**src/rtl/uart_pkg.sv**
```systemverilog
// Shared UART definitions: receiver/transmitter state encoding, parity modes and frame limits.
package uart_pkg;

    typedef enum logic [2:0] {
        ST_IDLE,
        ST_START,
        ST_DATA,
        ST_PARITY,
        ST_STOP1,
        ST_STOP2,
        ST_BREAK
    } uart_state_t;

    localparam logic [1:0] PAR_NONE = 2'b00;
    localparam logic [1:0] PAR_EVEN = 2'b01;
    localparam logic [1:0] PAR_ODD  = 2'b10;

    localparam logic [3:0] MIN_BITS = 4'd5;

    function automatic logic par_enabled(input logic [1:0] mode);
        return (mode == PAR_EVEN) || (mode == PAR_ODD);
    endfunction

endpackage

```
**src/rtl/uart_rx_sync.sv**
```systemverilog
// Rx line synchroniser plus a two-deep history of Tick-strobed samples; vote is the
// 2-of-3 majority of the two previous Tick samples and the current synchronised level.
module uart_rx_sync #(
    parameter int SYNC_FF = 2
) (
    input  logic Clk,
    input  logic rst,
    input  logic Tick,
    input  logic Rx,
    output logic rxs,
    output logic vote
);

    logic [SYNC_FF-1:0] sync_q;
    logic [1:0]         hist_q;

    // Preset to idle-high so reset never looks like a start bit.
    always_ff @(posedge Clk) begin
        if (rst) begin
            sync_q <= '1;
            hist_q <= 2'b11;
        end else begin
            sync_q <= {sync_q[SYNC_FF-2:0], Rx};
            if (Tick) begin
                hist_q <= {hist_q[0], rxs};
            end
        end
    end

    assign rxs  = sync_q[SYNC_FF-1];
    assign vote = (hist_q[1] & hist_q[0]) | (hist_q[1] & rxs) | (hist_q[0] & rxs);

endmodule

```
**src/rtl/uart_rx_param.sv**
```systemverilog
// Parametrised UART receiver: oversampled deframing of start/data/parity/stop with
// majority voting, break handling and a one-entry valid/ready output register.
module uart_rx_param
    import uart_pkg::*;
#(
    parameter int DATA_BITS = 8,
    parameter int OVS       = 16,
    parameter int SYNC_FF   = 2
) (
    input  logic                 Clk,
    input  logic                 rst,
    input  logic                 Tick,
    input  logic                 RxEn,
    input  logic                 Rx,
    input  logic [3:0]           NBits,
    input  logic [1:0]           ParityMode,
    input  logic                 StopBits,
    output logic [DATA_BITS-1:0] RxData,
    output logic                 RxValid,
    input  logic                 RxReady,
    output logic                 FrameErr,
    output logic                 ParityErr,
    output logic                 OverrunErr,
    output logic                 Busy
);

    localparam int            CW       = $clog2(OVS);
    // Decision tick: third of the three centre samples (OVS/2-1, OVS/2, OVS/2+1).
    localparam logic [CW-1:0] MID      = CW'(OVS / 2 + 1);
    localparam logic [CW-1:0] LAST     = CW'(OVS - 1);
    localparam logic [3:0]    MAX_BITS = 4'(DATA_BITS);

    uart_state_t          state, state_nxt;
    logic                 rxs, vote;
    logic [CW-1:0]        tick_cnt;
    logic [3:0]           bit_cnt, nbits_q;
    logic [1:0]           pmode_q;
    logic                 stop2_q;
    logic [DATA_BITS-1:0] shreg;
    logic                 par_acc, perr_q, ferr_q, done_q;
    logic                 samp, confirm, word_done, last_bit;

    function automatic logic [3:0] clamp_bits(input logic [3:0] n);
        if (n < MIN_BITS) return MIN_BITS;
        if (n > MAX_BITS) return MAX_BITS;
        return n;
    endfunction

    uart_rx_sync #(.SYNC_FF(SYNC_FF)) u_sync (
        .Clk  (Clk),
        .rst  (rst),
        .Tick (Tick),
        .Rx   (Rx),
        .rxs  (rxs),
        .vote (vote)
    );

    // After start confirm the counter restarts at 0, so every later bit decides at LAST,
    // which lands on the same centre-plus-one tick of each bit period.
    assign samp     = Tick && (tick_cnt == ((state == ST_START) ? MID : LAST));
    assign last_bit = (bit_cnt == nbits_q - 4'd1);
    assign Busy     = (state != ST_IDLE);

    always_ff @(posedge Clk) begin
        if (rst) begin
            state <= ST_IDLE;
        end else begin
            state <= state_nxt;
        end
    end

    always_comb begin
        state_nxt = state;
        confirm   = 1'b0;
        word_done = 1'b0;
        case (state)
            ST_IDLE: begin
                if (RxEn && !rxs) state_nxt = ST_START;
            end
            ST_START: begin
                if (samp) begin
                    if (vote) begin
                        state_nxt = ST_IDLE;
                    end else begin
                        confirm   = 1'b1;
                        state_nxt = ST_DATA;
                    end
                end
            end
            ST_DATA: begin
                if (samp && last_bit) begin
                    state_nxt = par_enabled(pmode_q) ? ST_PARITY : ST_STOP1;
                end
            end
            ST_PARITY: begin
                if (samp) state_nxt = ST_STOP1;
            end
            ST_STOP1: begin
                if (samp) begin
                    if (stop2_q) begin
                        state_nxt = ST_STOP2;
                    end else begin
                        word_done = 1'b1;
                        state_nxt = (ferr_q || !vote) ? ST_BREAK : ST_IDLE;
                    end
                end
            end
            ST_STOP2: begin
                if (samp) begin
                    word_done = 1'b1;
                    state_nxt = (ferr_q || !vote) ? ST_BREAK : ST_IDLE;
                end
            end
            ST_BREAK: begin
                if (rxs) state_nxt = ST_IDLE;
            end
            default: state_nxt = ST_IDLE;
        endcase
    end

    always_ff @(posedge Clk) begin
        if (rst) begin
            tick_cnt <= '0;
            bit_cnt  <= '0;
            nbits_q  <= '0;
            pmode_q  <= PAR_NONE;
            stop2_q  <= 1'b0;
            par_acc  <= 1'b0;
            perr_q   <= 1'b0;
            ferr_q   <= 1'b0;
            done_q   <= 1'b0;
        end else begin
            done_q <= word_done;
            if (state == ST_IDLE) begin
                tick_cnt <= '0;
            end else if (Tick) begin
                tick_cnt <= samp ? '0 : tick_cnt + 1'b1;
            end
            if (confirm) begin
                nbits_q <= clamp_bits(NBits);
                pmode_q <= ParityMode;
                stop2_q <= StopBits;
                bit_cnt <= '0;
                par_acc <= 1'b0;
                perr_q  <= 1'b0;
                ferr_q  <= 1'b0;
            end
            if (samp && state == ST_DATA) begin
                bit_cnt <= bit_cnt + 4'd1;
                par_acc <= par_acc ^ vote;
            end
            // Odd parity wants the total XOR to be 1, so folding the mode in flags the mismatch.
            if (samp && state == ST_PARITY) begin
                perr_q <= par_acc ^ vote ^ (pmode_q == PAR_ODD);
            end
            if (samp && (state == ST_STOP1 || state == ST_STOP2) && !vote) begin
                ferr_q <= 1'b1;
            end
        end
    end

    // Bits land at their final index so short words come out right-justified.
    always_ff @(posedge Clk) begin
        if (confirm) begin
            shreg <= '0;
        end else if (samp && state == ST_DATA) begin
            for (int i = 0; i < DATA_BITS; i++) begin
                if (bit_cnt == 4'(i)) shreg[i] <= vote;
            end
        end
    end

    always_ff @(posedge Clk) begin
        if (rst) begin
            RxData     <= '0;
            RxValid    <= 1'b0;
            FrameErr   <= 1'b0;
            ParityErr  <= 1'b0;
            OverrunErr <= 1'b0;
        end else begin
            OverrunErr <= 1'b0;
            if (done_q) begin
                if (!RxValid || RxReady) begin
                    RxData    <= shreg;
                    FrameErr  <= ferr_q;
                    ParityErr <= perr_q;
                    RxValid   <= 1'b1;
                end else begin
                    OverrunErr <= 1'b1;
                end
            end else if (RxValid && RxReady) begin
                RxValid <= 1'b0;
            end
        end
    end

endmodule
```
**config.mk**
```make
export PLATFORM = sky130hd
export DESIGN_NAME = uart_rx_param
export DESIGN_NICKNAME = d
export VERILOG_FILES = /design/src/rtl/uart_pkg.sv /design/src/rtl/uart_rx_sync.sv /design/src/rtl/uart_rx_param.sv
export SDC_FILE = /design/constraint.sdc
export NUM_CORES = 1
export LEC_CHECK = 0
export CORE_MARGIN = 1.5
export CORE_UTILIZATION = 45
export DETAILED_ROUTE_END_ITERATION = 16
export GPL_ROUTABILITY_DRIVEN = 0
export PLACE_DENSITY_LB_ADDON = 0.15
export SLEW_MARGIN = 20
export SYNTH_ARGS = -nofsm -noshare
export SYNTH_HDL_FRONTEND = slang
export SYNTH_SLANG_ARGS = --single-unit
```
**constraint.sdc**
```tcl
create_clock -name Clk -period 4.34 [get_ports Clk]
set_clock_uncertainty 0.05 [all_clocks]
set_input_delay 0.868 -clock Clk [delete_from_list [all_inputs] [get_ports Clk]]
set_output_delay 0.868 -clock Clk [all_outputs]
set_load 0.03 [all_outputs]
```
======== Word-level counts from Yosys, hierarchy flattened ========
Cells that the tools add are included.
storage, ports and cells
  register bits after elaboration ......... 46
  latch bits .............................. 0
  bits in writable memories ............... 0
  memory bits (read-only) ................. 0
  input port bits ......................... 13
  output and inout bits ................... 13
  logic and storage cells ................. 140
  memories ................................ 0
operators by class
  add/subtract/negate cells ............... 3
  multiply operators ...................... 0
  div/mod/pow operators ................... 0
  magnitude comparators ................... 2
  equality and inequality tests ........... 25
  shift operators ......................... 0
  mux-type cells .......................... 42
  bitwise operators ....................... 8
  reduce and logical (&&, ||, !) cells .... 35
operators with widths
  cell                 count
  $mux 3               11
  $mux 4               7
  $mux 1               21
  $pmux 3 s7           1
  $reduce_and 2->1     10
  $eq 4x3->1 const B   4
  $ne 2x2->1 const B   6
  $eq 3x3->1 const B   3
  $add 4x1->4 const B  2
  $eq 4x2->1 const B   2
  $eq 4x4->1           2
  $logic_and 1x1->1    8
  $reduce_bool 2->1    4
  $reduce_and 7->1     1
  $eq 3x2->1 const B   2
  $eq 4x1->1 const B   1
  $gt 4x4->1 const B   1
  $logic_not 4->1      1
  $logic_or 1x1->1     4
  $lt 4x3->1 const B   1
  $ne 2x1->1 const B   2
  $reduce_or 2->1      2
  $sub 4x1->4 const B  1
  $and 1x1->1          3
  other kinds (11)     15

======== Longest topological paths before layout ========
Gate-level depths: netlist of run 1.
  depth after elaboration ................. 13
  depth in mapped cells ................... 7

======== Cells and area by module ========
A second synthesis of run 1 with hierarchy kept.
second synthesis, totals
  cell total of the unflattened synthesis .. 245
  area total of the unflattened synthesis .. 2193.4 um2
modules (own cells, without submodules)
  module         times used  cells an instance  area each (um2)  sequential area each (um2)
  uart_rx_param  1           234                2060.7           840.8
  uart_rx_sync   1           11                 132.6            80.1

======== Least setup slack after synthesis of run 1 ========
Ideal clock, no wire load.
  path kind ............................... input to register
  from .................................... input Tick
  to ...................................... register ferr_q
  setup time .............................. 0.128 ns
  data arrival time ....................... 2.089 ns
  data required time ...................... 4.162 ns
  slack ................................... 2.073 ns
  stages on the path ...................... 6
  cells stage by stage .................... nand3_1 or4_1 buf_2 buf_6 a22oi_1 nor2_1
on the way
  longest elaborated chain between the ends .. 4
  elaborated cells on any way between the ends .. 7
  those cells by class .................... mux: 3; reduce/logical: 4
ends and longest elaborated chain
  what                                                          line                                       RTL
  start: declaration                                            uart_rx_param.sv:12                        input logic Tick,
  $logic_and 1x1->1 (*)                                         uart_rx_param.sv:60                        assign samp = Tick && (tick_cnt == ((state == ST_START) ? MID : LAST));
  $mux 1 or $logic_and 1x1->1 (tied branches)                   uart_rx_param.sv:81, uart_rx_param.sv:156
  $mux 1 or $logic_and 1x1->1 (tied branches)                   uart_rx_param.sv:76, uart_rx_param.sv:156
  $reduce_bool 2->1 (no source line) or $mux 1 (tied branches)  n/a
  end signal: assignment                                        uart_rx_param.sv:130                       ferr_q <= 1'b0;
  end signal: assignment                                        uart_rx_param.sv:146                       ferr_q <= 1'b0;
  end signal: assignment                                        uart_rx_param.sv:157                       ferr_q <= 1'b1;
  end: declaration                                              uart_rx_param.sv:40                        logic par_acc, perr_q, ferr_q, done_q;
Every way passes the cells marked *; elsewhere a longest branch is shown, timed or not.
A chain may end at the register's enable or synchronous reset.

======== Worst setup path after layout of run 1 ========
  from .................................... input Tick
  to ...................................... register nbits_q[1]
on the way
  longest elaborated chain between the ends .. 3
ends and longest elaborated chain
  what                    line                  RTL
  $logic_and 1x1->1       uart_rx_param.sv:60
  $mux 1                  uart_rx_param.sv:81   if (samp) begin
  $mux 1                  uart_rx_param.sv:76   case (state)
  end signal: assignment  uart_rx_param.sv:140  nbits_q <= clamp_bits(NBits);
  end: declaration        uart_rx_param.sv:36   logic [3:0] bit_cnt, nbits_q;
No other way between the ends.

==> impl_metrics.xml, run 1 <==
<?xml version="1.0" encoding="UTF-8"?>
<metrics>
  <group name="hold_path">
    <metric name="worstHoldPathCells" unit="">1</metric>
    <metric name="min_path_type" unit="">flip-flop to flip-flop</metric>
  </group>
  <group name="floorplan">
    <metric name="initial_utilization" unit="%">46.6</metric>
    <metric name="die_h" unit="um">72.7</metric>
    <metric name="core.rowCount" unit="">25</metric>
    <metric name="die_area" unit="um2">5290</metric>
    <metric name="ioPinCount" unit="">26</metric>
    <metric name="die_width" unit="um">72.7</metric>
    <metric name="floorplan.core_area" unit="um2">4690</metric>
  </group>
  <group name="yosys">
    <metric name="async_flop_share" unit="%">0</metric>
    <metric name="synth_seq_area_share" unit="%">42.1</metric>
    <metric name="synth_enable_flop_cells" unit="">0</metric>
    <metric name="library_cell_with_the_highest_instance_count_after_synthesis" unit="">dfxtp_1</metric>
    <metric name="postSynthNetCount" unit="">267</metric>
    <metric name="synth_top_cell_area_share" unit="%">42.1</metric>
    <metric name="yosysTopAreaCell" unit="">dfxtp_1</metric>
    <metric name="syn-cell-area" unit="um2">2190</metric>
    <metric name="yosys_register_bits" unit="">46</metric>
    <metric name="synthTopCellsByCount" unit="">dfxtp_1, nor2_1, nand2_1, mux2i_1, a21oi_1</metric>
    <metric name="postSynth.topFlopCell" unit="">dfxtp_1</metric>
    <metric name="yosysWarningCount" unit="">0</metric>
    <metric name="synth_top_cells_by_area" unit="">dfxtp_1, mux2i_1, nor2_1</metric>
    <metric name="ys_types" unit="">44</metric>
    <metric name="synthesis.instances" unit="">247</metric>
    <metric name="syn_area_per_cell" unit="um2">8.86</metric>
  </group>
  <group name="sta">
    <metric name="period_share" unit="%">72.8</metric>
    <metric name="timing.setup.tns" unit="ns">0</metric>
    <metric name="fin_crit" unit="ns">3.16</metric>
    <metric name="max_slew_violation_total_from_the_final_report" unit="">0</metric>
    <metric name="max_slew.worst_pin.slew" unit="ns">0.883</metric>
    <metric name="rsz0062_at_grt" unit="">no</metric>
    <metric name="maxSlewHeadroom" unit="%">41.2</metric>
    <metric name="finalHoldViolations" unit="">0</metric>
    <metric name="fmax" unit="MHz">317</metric>
    <metric name="setup_violation_total_in_the_final_timing_report" unit="">0</metric>
    <metric name="timing.hold.ws" unit="ns">0.362</metric>
  </group>
  <group name="clock_tree">
    <metric name="cts_hold_buf" unit="">0</metric>
    <metric name="cts-htree-levels" unit="">2</metric>
    <metric name="clkLatencyLatePin" unit="ns">0.30</metric>
    <metric name="postCtsSetupBuffers" unit="">0</metric>
    <metric name="cts_max_path_buffers" unit="">2</metric>
    <metric name="clk_transition_reported_paths" unit="ns">0.08</metric>
    <metric name="numCtsBuffers" unit="">5</metric>
    <metric name="post_cts_sizing" unit="">0</metric>
    <metric name="cts-root-buf" unit="">clkbuf_8</metric>
    <metric name="clock-sinks" unit="">46</metric>
    <metric name="cts_tree" unit="">yes</metric>
  </group>
  <group name="layout">
    <metric name="layout.nets" unit="">288</metric>
    <metric name="syn_to_final_growth" unit="%">18.8</metric>
    <metric name="finalInstanceArea" unit="um2">2600</metric>
    <metric name="post_route_cells_drive_above_1_share" unit="%">7.43</metric>
    <metric name="antennaDiodeCount" unit="">0</metric>
  </group>
  <group name="route">
    <metric name="routed_wirelength" unit="mm">4.04</metric>
    <metric name="antenna_violating_nets_post_route" unit="">0</metric>
    <metric name="via_count" unit="">1674</metric>
    <metric name="detail_route.iter0.violations" unit="">93</metric>
    <metric name="drc" unit="">0</metric>
    <metric name="drt_pre_antenna_iters" unit="">4</metric>
    <metric name="routedWlPerCell" unit="um">12.5</metric>
    <metric name="vias_per_cell" unit="">5.18</metric>
  </group>
  <group name="worst_setup_path">
    <metric name="worst_setup_path_start_kind" unit="">input pin</metric>
    <metric name="path_class" unit="">input pin to flip-flop</metric>
    <metric name="crit_path_end_kind" unit="">flip-flop</metric>
    <metric name="timing.critical_path.fanout_max" unit="">25</metric>
    <metric name="arrival_time_at_the_worst_endpoint" unit="ns">3.35</metric>
    <metric name="reg2reg_depth" unit="">5</metric>
    <metric name="critical_path_required" unit="ns">4.54</metric>
  </group>
  <group name="pwr">
    <metric name="power.density" unit="nW/um2">393</metric>
    <metric name="p_leak" unit="nW">1.10</metric>
    <metric name="ir_worst_vdd" unit="mV">0.167</metric>
  </group>
  <group name="global_route">
    <metric name="grt_overflow" unit="">0</metric>
    <metric name="grt_pass1_vias" unit="">1552</metric>
    <metric name="grt_antenna_before_repair" unit="">0</metric>
    <metric name="grt_start_max_net_pins" unit="">35</metric>
    <metric name="grt_pass1_wl" unit="mm">6.95</metric>
    <metric name="globalRouteTotalUtil" unit="%">17.0</metric>
  </group>
  <group name="placed_design">
    <metric name="post_detailed_placement_cell_area" unit="um2">2460</metric>
    <metric name="hpwl" unit="mm">2.73</metric>
    <metric name="port_buffers" unit="">25</metric>
  </group>
  <group name="job">
    <metric name="drv.max_cap_violation_count" unit="">0</metric>
  </group>
  <group name="run_status">
    <metric name="outcome" unit="">completed</metric>
  </group>
</metrics>
[metal layers]
| layer | vias to the layer above | share of wire [%] | global-route usage, % |
|---|---|---|---|
| met2 | 46 | 43 | 27.1 |
| met4 | 0 | 1.8 | 6.92 |
| met5 | - | 0 | 0 |
| met3 | 7 | 4.8 | 4.56 |
| li1 | 884 | - | - |
| met1 | 737 | 51 | 21.8 |
[state kept, by name (all words and copies together) (netlist names), 2 cells and up]
| signal | count |
|---|---|
| shreg | 8 |
| u_sync.hist_q | 2 |
| RxData | 8 |
| bit_cnt | 4 |
| u_sync.sync_q | 2 |
| nbits_q | 4 |
| state | 3 |
| pmode_q | 2 |
| tick_cnt | 4 |
[cell families (layout without fill, tap and decap cells)]
group / count (synthesis) / in the layout / share of synthesized area, %
AO/OA/AOI/OAI: 35 / 35 / 10.1
flip-flops: 46 / 46 / 42.1
buffers and inverters: 25 / 47 / 4.92
XOR/XNOR: 10 / 10 / 4.00
adder cells (fa/ha/maj): 8 / 8 / 4.52
multiplexers: 26 / 26 / 12.1
AND/OR/NAND/NOR: 97 / 97 / 22.4
[layout by cell type, fill, tap and decap left out, types with 2 or more instances in the layout]
cell type        count
nand2b_1             4
inv_1               12
a21oi_1             15
xor2_1               6
clkbuf_8             5
o21ai_0              4
nand3_1              4
a211o_1              2
a21o_1               3
nor2b_1              5
mux2_2               3
dfxtp_1             46
or2_2                2
clkdlybuf4s50_1     25
ha_1                 7
nand2_1             24
a2111oi_0            2
nor2_1              33
nor3_1               7
xnor2_1              4
bufinv_16            2
nand3b_1             5
a211oi_1             2
mux2i_1             23
buf_4                2
[report_power, final]
part / internal (mW) / leakage, nW / switching [mW] / total, mW
Sequential: 0.435 / 0.372 / 0.0274 / 0.462
Combinational: 0.0822 / 0.660 / 0.0956 / 0.178
Clock: 0.231 / 0.0683 / 0.150 / 0.381
Total: 0.748 / 1.10 / 0.273 / 1.02
[layout make-up]
type | instances | area [um2]
clock buffer | 5 | 68.8
clock inverter | 3 | 68.8
fill | 447 | 2090
inverter | 12 | 45.0
multi-input combinational | 176 | 1160
sequential | 46 | 921
tap | 54 | 67.6
timing repair buffer | 27 | 265
[metrics by stage]
stage	util, %	total power [mW]	std cells	setup slack [ns]
after floorplan	-	0.602	247	2.07
after detailed placement	52.5	0.648	315	0.863
after global placement	52.4	0.649	315	0.940
after global routing	55.4	1.07	323	0.995
final	55.4	1.02	323	1.18
after CTS	55.4	1.03	323	1.19
[worst max-delay path, stage by stage]
cell             delay (ns)
clkdlybuf4s50_1        0.67
nand3_1                0.32
or4_1                  1.00
nor3_1                 0.33
a21oi_1                0.06
nor2_1                 0.10
[worst paths after layout]
check,start,end,slack [ns]
worst min register to register,u_sync.sync_q[0],u_sync.sync_q[1],0.36
worst max-delay path,Tick,nbits_q[1],1.18
worst min-delay path,u_sync.sync_q[0],u_sync.sync_q[1],0.36
worst max register to register,state[0],state[0],1.95
No activity file was read; power rests on OpenSTA's default activity.
==> run 2: changes to the inputs <==
clock period = 2.9 ns   (was 4.34 ns; I/O delays follow)
==> run 2 against run 1 <==
Net effect: via count down 0.54%; sequential power up 49%; clock-buffer cell count up 1; critical path depth down 4; first-iteration DRC count up 3.2%; cell count up 1.5%; hold slack better by 0.0010 ns; routed wire length down 3.2%; cell area up 0.24%; combinational power up 53%; setup slack worse by 0.66 ns; critical path type is now flip-flop to primary output.
==> impl_metrics.xml, run 2 (synthesis results as in run 1) <==
<?xml version="1.0" encoding="UTF-8"?>
<metrics>
  <group name="job">
    <metric name="drv.max_cap_violation_count" unit="">0</metric>
  </group>
  <group name="sta">
    <metric name="timing.hold.ws" unit="ns">0.363</metric>
    <metric name="fin_crit" unit="ns">2.38</metric>
    <metric name="rsz0062_at_grt" unit="">no</metric>
    <metric name="maxSlewHeadroom" unit="%">75.0</metric>
    <metric name="max_slew.worst_pin.slew" unit="ns">0.365</metric>
    <metric name="max_slew_violation_total_from_the_final_report" unit="">0</metric>
    <metric name="setup_violation_total_in_the_final_timing_report" unit="">0</metric>
    <metric name="fmax" unit="MHz">420</metric>
    <metric name="period_share" unit="%">82.0</metric>
    <metric name="finalHoldViolations" unit="">0</metric>
    <metric name="timing.setup.tns" unit="ns">0</metric>
  </group>
  <group name="route">
    <metric name="detail_route.iter0.violations" unit="">96</metric>
    <metric name="antenna_violating_nets_post_route" unit="">0</metric>
    <metric name="via_count" unit="">1665</metric>
    <metric name="vias_per_cell" unit="">5.08</metric>
    <metric name="drc" unit="">0</metric>
    <metric name="routed_wirelength" unit="mm">3.91</metric>
    <metric name="routedWlPerCell" unit="um">11.9</metric>
    <metric name="drt_pre_antenna_iters" unit="">4</metric>
  </group>
  <group name="clock_tree">
    <metric name="postCtsSetupBuffers" unit="">0</metric>
    <metric name="clock-sinks" unit="">46</metric>
    <metric name="numCtsBuffers" unit="">5</metric>
    <metric name="post_cts_sizing" unit="">0</metric>
    <metric name="cts_tree" unit="">yes</metric>
    <metric name="cts_hold_buf" unit="">0</metric>
    <metric name="cts-root-buf" unit="">clkbuf_8</metric>
    <metric name="cts-htree-levels" unit="">2</metric>
    <metric name="clk_transition_reported_paths" unit="ns">0.08</metric>
    <metric name="clkLatencyLatePin" unit="ns">0.30</metric>
    <metric name="cts_max_path_buffers" unit="">2</metric>
  </group>
  <group name="floorplan">
    <metric name="initial_utilization" unit="%">46.6</metric>
    <metric name="core.rowCount" unit="">25</metric>
    <metric name="die_width" unit="um">72.7</metric>
    <metric name="die_h" unit="um">72.7</metric>
    <metric name="ioPinCount" unit="">26</metric>
    <metric name="die_area" unit="um2">5290</metric>
    <metric name="floorplan.core_area" unit="um2">4690</metric>
  </group>
  <group name="global_route">
    <metric name="grt_overflow" unit="">0</metric>
    <metric name="globalRouteTotalUtil" unit="%">16.9</metric>
    <metric name="grt_pass1_wl" unit="mm">7.02</metric>
    <metric name="grt_antenna_before_repair" unit="">0</metric>
    <metric name="grt_pass1_vias" unit="">1552</metric>
    <metric name="grt_start_max_net_pins" unit="">31</metric>
  </group>
  <group name="pwr">
    <metric name="power" unit="mW">1.43</metric>
    <metric name="seq_power_share" unit="%">48.3</metric>
    <metric name="power.density" unit="nW/um2">548</metric>
    <metric name="ir_worst_vdd" unit="mV">0.287</metric>
    <metric name="power_switching_share" unit="%">27.5</metric>
    <metric name="internal_power" unit="mW">1.04</metric>
    <metric name="share_clk_of_total_power" unit="%">32.6</metric>
    <metric name="p_leak" unit="nW">1.10</metric>
    <metric name="switching_power" unit="mW">0.393</metric>
    <metric name="power.combinational.fraction" unit="%">19.1</metric>
  </group>
  <group name="placed_design">
    <metric name="hpwl" unit="mm">2.81</metric>
    <metric name="port_buffers" unit="">25</metric>
  </group>
  <group name="layout">
    <metric name="syn_to_final_growth" unit="%">19.1</metric>
    <metric name="reg.largest.list" unit="">RxData: 8 flops, shreg: 8 flops</metric>
    <metric name="filler_cell_count" unit="">459</metric>
    <metric name="antennaDiodeCount" unit="">0</metric>
    <metric name="post_route_cells_drive_above_1_share" unit="%">8.39</metric>
    <metric name="layout.nets" unit="">293</metric>
    <metric name="finalCoreUtilization" unit="%">55.5</metric>
    <metric name="layout_commonest_cell" unit="">dfxtp_1</metric>
    <metric name="final_cell_mix" unit="">dfxtp_1, nor2_1, clkdlybuf4s50_1</metric>
  </group>
  <group name="worst_setup_path">
    <metric name="worst_setup_path_start_kind" unit="">flip-flop</metric>
    <metric name="crit_path_end_kind" unit="">primary output</metric>
    <metric name="path_class" unit="">flip-flop to primary output</metric>
    <metric name="r2r-start" unit="">state[1]</metric>
    <metric name="arrival_time_at_the_worst_endpoint" unit="ns">1.75</metric>
    <metric name="timing.critical_path.from" unit="">state[2]</metric>
    <metric name="critical_path_required" unit="ns">2.27</metric>
    <metric name="timing.critical_path.fanout_max" unit="">11</metric>
  </group>
  <group name="hold_path">
    <metric name="worst_hold_startpoint" unit="">u_sync.sync_q[0]</metric>
    <metric name="min_path_type" unit="">flip-flop to flip-flop</metric>
  </group>
  <group name="run_status">
    <metric name="outcome" unit="">completed</metric>
  </group>
</metrics>
## run 2: worst paths after layout
kind	end	slack (ns)	depth (start not counted)
worst max-delay path	Busy	0.52	2
worst min-delay path	u_sync.sync_q[1]	0.36	1
worst max register to register	state[0]	0.83	4
worst min register to register	u_sync.sync_q[1]	0.36	1
## run 2: worst max-delay path, cell delays in order (launching register included)
cell and delay (ns):
dfxtp_1 0.42, or3_1 0.43, clkdlybuf4s50_1 0.61
## run 2: per-stage QoR
step	area, um2	setup slack (ns)	std cells
after floorplan	2190	0.880	247
after global placement	2500	0.581	320
after detailed placement	2500	0.531	320
after CTS	2610	0.502	328
after global routing	2610	0.431	328
final	2610	0.521	328
## run 2: cell type report
type	instances	area (um2)	area share [%]
clock buffers	6	72.6	2.78
repair buffers	32	303	11.6
well taps	54	67.6	2.59
clock inverters	2	37.5	1.44
inverters	12	45.0	1.73
flip-flops and latches	46	921	35.3
multi-input cells	176	1160	44.5
## run 2: per-layer routing
metal	up-vias	global-route usage, %	wire [um]
li1	887	-	-
met1	739	23.2	2050
met2	32	26.0	1660
met3	7	2.90	119
met4	0	7.55	80
met5	-	0	0
## run 2: power by group through the flow
stage               Clock, mW  Combinational, mW  Sequential (mW)
finish                  0.466              0.272            0.690
global route            0.511              0.308            0.700
CTS                     0.486              0.273            0.690
detailed placement          0              0.272            0.705
global placement            0              0.271            0.705
floorplan                   0              0.227            0.674
==> run 3: changes to the inputs <==
clock period = 2.2 ns   (was 2.9 ns; I/O delays follow)
==> run 3 against run 2 <==
Net effect: critical path depth increased by 2; cell area rose by 2.0%; cell count increased by 1.5%; clock power rose by 30%; largest power group unchanged.
==> impl_metrics.xml, run 3 (synthesis results as in run 1) <==
<?xml version="1.0" encoding="UTF-8"?>
<metrics>
  <group name="run_status">
    <metric name="outcome" unit="">completed</metric>
  </group>
  <group name="global_route">
    <metric name="grt_pass1_wl" unit="mm">7.18</metric>
    <metric name="grt_antenna_before_repair" unit="">0</metric>
    <metric name="global_route.usage.met2" unit="%">27.7</metric>
    <metric name="gr-usage-met1" unit="%">22.8</metric>
    <metric name="globalRouteTotalUtil" unit="%">17.5</metric>
    <metric name="grt_start_max_net_pins" unit="">36</metric>
    <metric name="global_route.peak_usage_layer" unit="">met2</metric>
    <metric name="grt_overflow" unit="">0</metric>
    <metric name="met3_usage" unit="%">4.97</metric>
    <metric name="grt_pass1_vias" unit="">1632</metric>
  </group>
  <group name="clock_tree">
    <metric name="clkLatencyLatePin" unit="ns">0.29</metric>
    <metric name="cts_tree" unit="">yes</metric>
    <metric name="cts_hold_buf" unit="">0</metric>
    <metric name="cts_max_path_buffers" unit="">2</metric>
    <metric name="numCtsBuffers" unit="">5</metric>
    <metric name="postCtsSetupBuffers" unit="">0</metric>
    <metric name="clk_transition_reported_paths" unit="ns">0.07</metric>
    <metric name="clock-sinks" unit="">46</metric>
    <metric name="cts-root-buf" unit="">clkbuf_8</metric>
    <metric name="cts-htree-levels" unit="">2</metric>
  </group>
  <group name="job">
    <metric name="drv.max_cap_violation_count" unit="">0</metric>
  </group>
  <group name="sta">
    <metric name="finalHoldViolations" unit="">0</metric>
    <metric name="timing.hold.ws" unit="ns">0.367</metric>
    <metric name="setup_violation_total_in_the_final_timing_report" unit="">0</metric>
    <metric name="fin_crit" unit="ns">2.00</metric>
    <metric name="fmax" unit="MHz">499</metric>
    <metric name="rsz0062_at_grt" unit="">no</metric>
    <metric name="max_slew.worst_pin.slew" unit="ns">0.363</metric>
    <metric name="maxSlewHeadroom" unit="%">75.2</metric>
    <metric name="final_worst_setup_slack" unit="ns">0.195</metric>
    <metric name="period_share" unit="%">91.1</metric>
    <metric name="max_slew_violation_total_from_the_final_report" unit="">0</metric>
  </group>
  <group name="pwr">
    <metric name="share_clk_of_total_power" unit="%">31.4</metric>
    <metric name="power.density" unit="nW/um2">726</metric>
    <metric name="p_leak" unit="nW">1.14</metric>
    <metric name="internal_power" unit="mW">1.40</metric>
    <metric name="power_switching_share" unit="%">27.3</metric>
    <metric name="power.combinational.fraction" unit="%">21.6</metric>
    <metric name="switching_power" unit="mW">0.527</metric>
    <metric name="ir_worst_vdd" unit="mV">0.372</metric>
    <metric name="seq_power_share" unit="%">46.9</metric>
  </group>
  <group name="floorplan">
    <metric name="floorplan.core_area" unit="um2">4690</metric>
    <metric name="die_width" unit="um">72.7</metric>
    <metric name="ioPinCount" unit="">26</metric>
    <metric name="die_h" unit="um">72.7</metric>
    <metric name="core.rowCount" unit="">25</metric>
    <metric name="die_area" unit="um2">5290</metric>
    <metric name="initial_utilization" unit="%">46.6</metric>
  </group>
  <group name="route">
    <metric name="detail_route.iter0.violations" unit="">43</metric>
    <metric name="vias_per_cell" unit="">5.05</metric>
    <metric name="routedWlPerCell" unit="um">12.2</metric>
    <metric name="drc" unit="">0</metric>
    <metric name="drt_pre_antenna_iters" unit="">4</metric>
    <metric name="antenna_violating_nets_post_route" unit="">0</metric>
    <metric name="via_count" unit="">1682</metric>
    <metric name="routed_wirelength" unit="mm">4.05</metric>
  </group>
  <group name="layout">
    <metric name="antennaDiodeCount" unit="">0</metric>
    <metric name="layout.nets" unit="">298</metric>
    <metric name="finalInstanceArea" unit="um2">2660</metric>
    <metric name="final_cell_mix" unit="">dfxtp_1, nor2_1, nand2_1, clkdlybuf4s50_1, mux2i_1</metric>
    <metric name="syn_to_final_growth" unit="%">21.4</metric>
    <metric name="layout_commonest_cell" unit="">dfxtp_1</metric>
    <metric name="post_route_cells_drive_above_1_share" unit="%">9.68</metric>
    <metric name="reg.largest.list" unit="">RxData: 8 flops, shreg: 8 flops</metric>
  </group>
  <group name="worst_setup_path">
    <metric name="path_class" unit="">flip-flop to flip-flop</metric>
    <metric name="crit_path_end_kind" unit="">flip-flop</metric>
    <metric name="critical_path_required" unit="ns">2.33</metric>
    <metric name="timing.critical_path.fanout_max" unit="">8</metric>
    <metric name="arrival_time_at_the_worst_endpoint" unit="ns">2.14</metric>
    <metric name="worst_setup_path_start_kind" unit="">flip-flop</metric>
  </group>
  <group name="placed_design">
    <metric name="port_buffers" unit="">25</metric>
    <metric name="hpwl" unit="mm">2.88</metric>
    <metric name="post_detailed_placement_cell_area" unit="um2">2550</metric>
    <metric name="dp_worst_setup_slack" unit="ns">-0.0130</metric>
  </group>
  <group name="hold_path">
    <metric name="min_path_type" unit="">flip-flop to flip-flop</metric>
  </group>
</metrics>
## run 3: cell count changes in the layout (fill, tap and decap cells not counted), sizes merged
cell,before,now
buf,7,12
clkbuf,6,7
clkdlybuf4s50,25,24
clkinvlp,1,0
dlygate4sd2,0,1
## run 3: path summary, 6_finish.rpt
path | startpoint | endpoint | slack (ns) | depth (start not counted)
setup / recovery | state[1] | state[0] | 0.20 | 4
hold reg to reg | u_sync.sync_q[0] | u_sync.sync_q[1] | 0.37 | 1
hold / removal | u_sync.sync_q[0] | u_sync.sync_q[1] | 0.37 | 1
setup reg to reg | state[1] | state[0] | 0.20 | 4
## run 3: area by class of cell
class,instances,area [um2]
flip-flops and latches,46,921
repair buffers,37,352
multi-input cells,176,1170
clock buffers,7,76.3
inverters,12,45.0
fillers,448,2030
clock inverters,1,30.0
well taps,54,67.6
## run 3: worst max-delay path: stages (launching register included)
cell and delay, ns:
dfxtp_1 0.49, or3b_2 0.56, a41oi_1 0.25, nand3b_1 0.20
mux2_2 0.34
## run 3: per-layer routing
layer / share of wire [%] / vias up
met2: 45 / 22
met1: 51 / 759
li1: - / 897
met4: 1.2 / 0
met3: 3.0 / 4
met5: 0 / -
## run 3: power by group through the flow
stage / sequential, mW / combinational, mW / clock (mW)
2_1_floorplan: 0.889 / 0.299 / 0
3_3_place_gp: 0.922 / 0.419 / 0
3_5_place_dp: 0.921 / 0.422 / 0
4_1_cts: 0.901 / 0.415 / 0.630
5_1_grt: 0.912 / 0.457 / 0.671
6_report: 0.906 / 0.417 / 0.607
## run 3: per-stage QoR
stage	TNS, ns	instances	util (%)	total power [mW]
global placement	0	325	54.3	1.34
detailed placement	-0.0376	325	54.3	1.34
floorplan	0	247	-	1.19
global route	0	333	56.6	2.04
CTS	0	333	56.5	1.95
finish	0	333	56.6	1.93
## run 3: repair_timing
item                       in CTS  in global routing
gates resized for setup         1                  1
setup endpoints to repair       1                  1
cloned                          0                  0
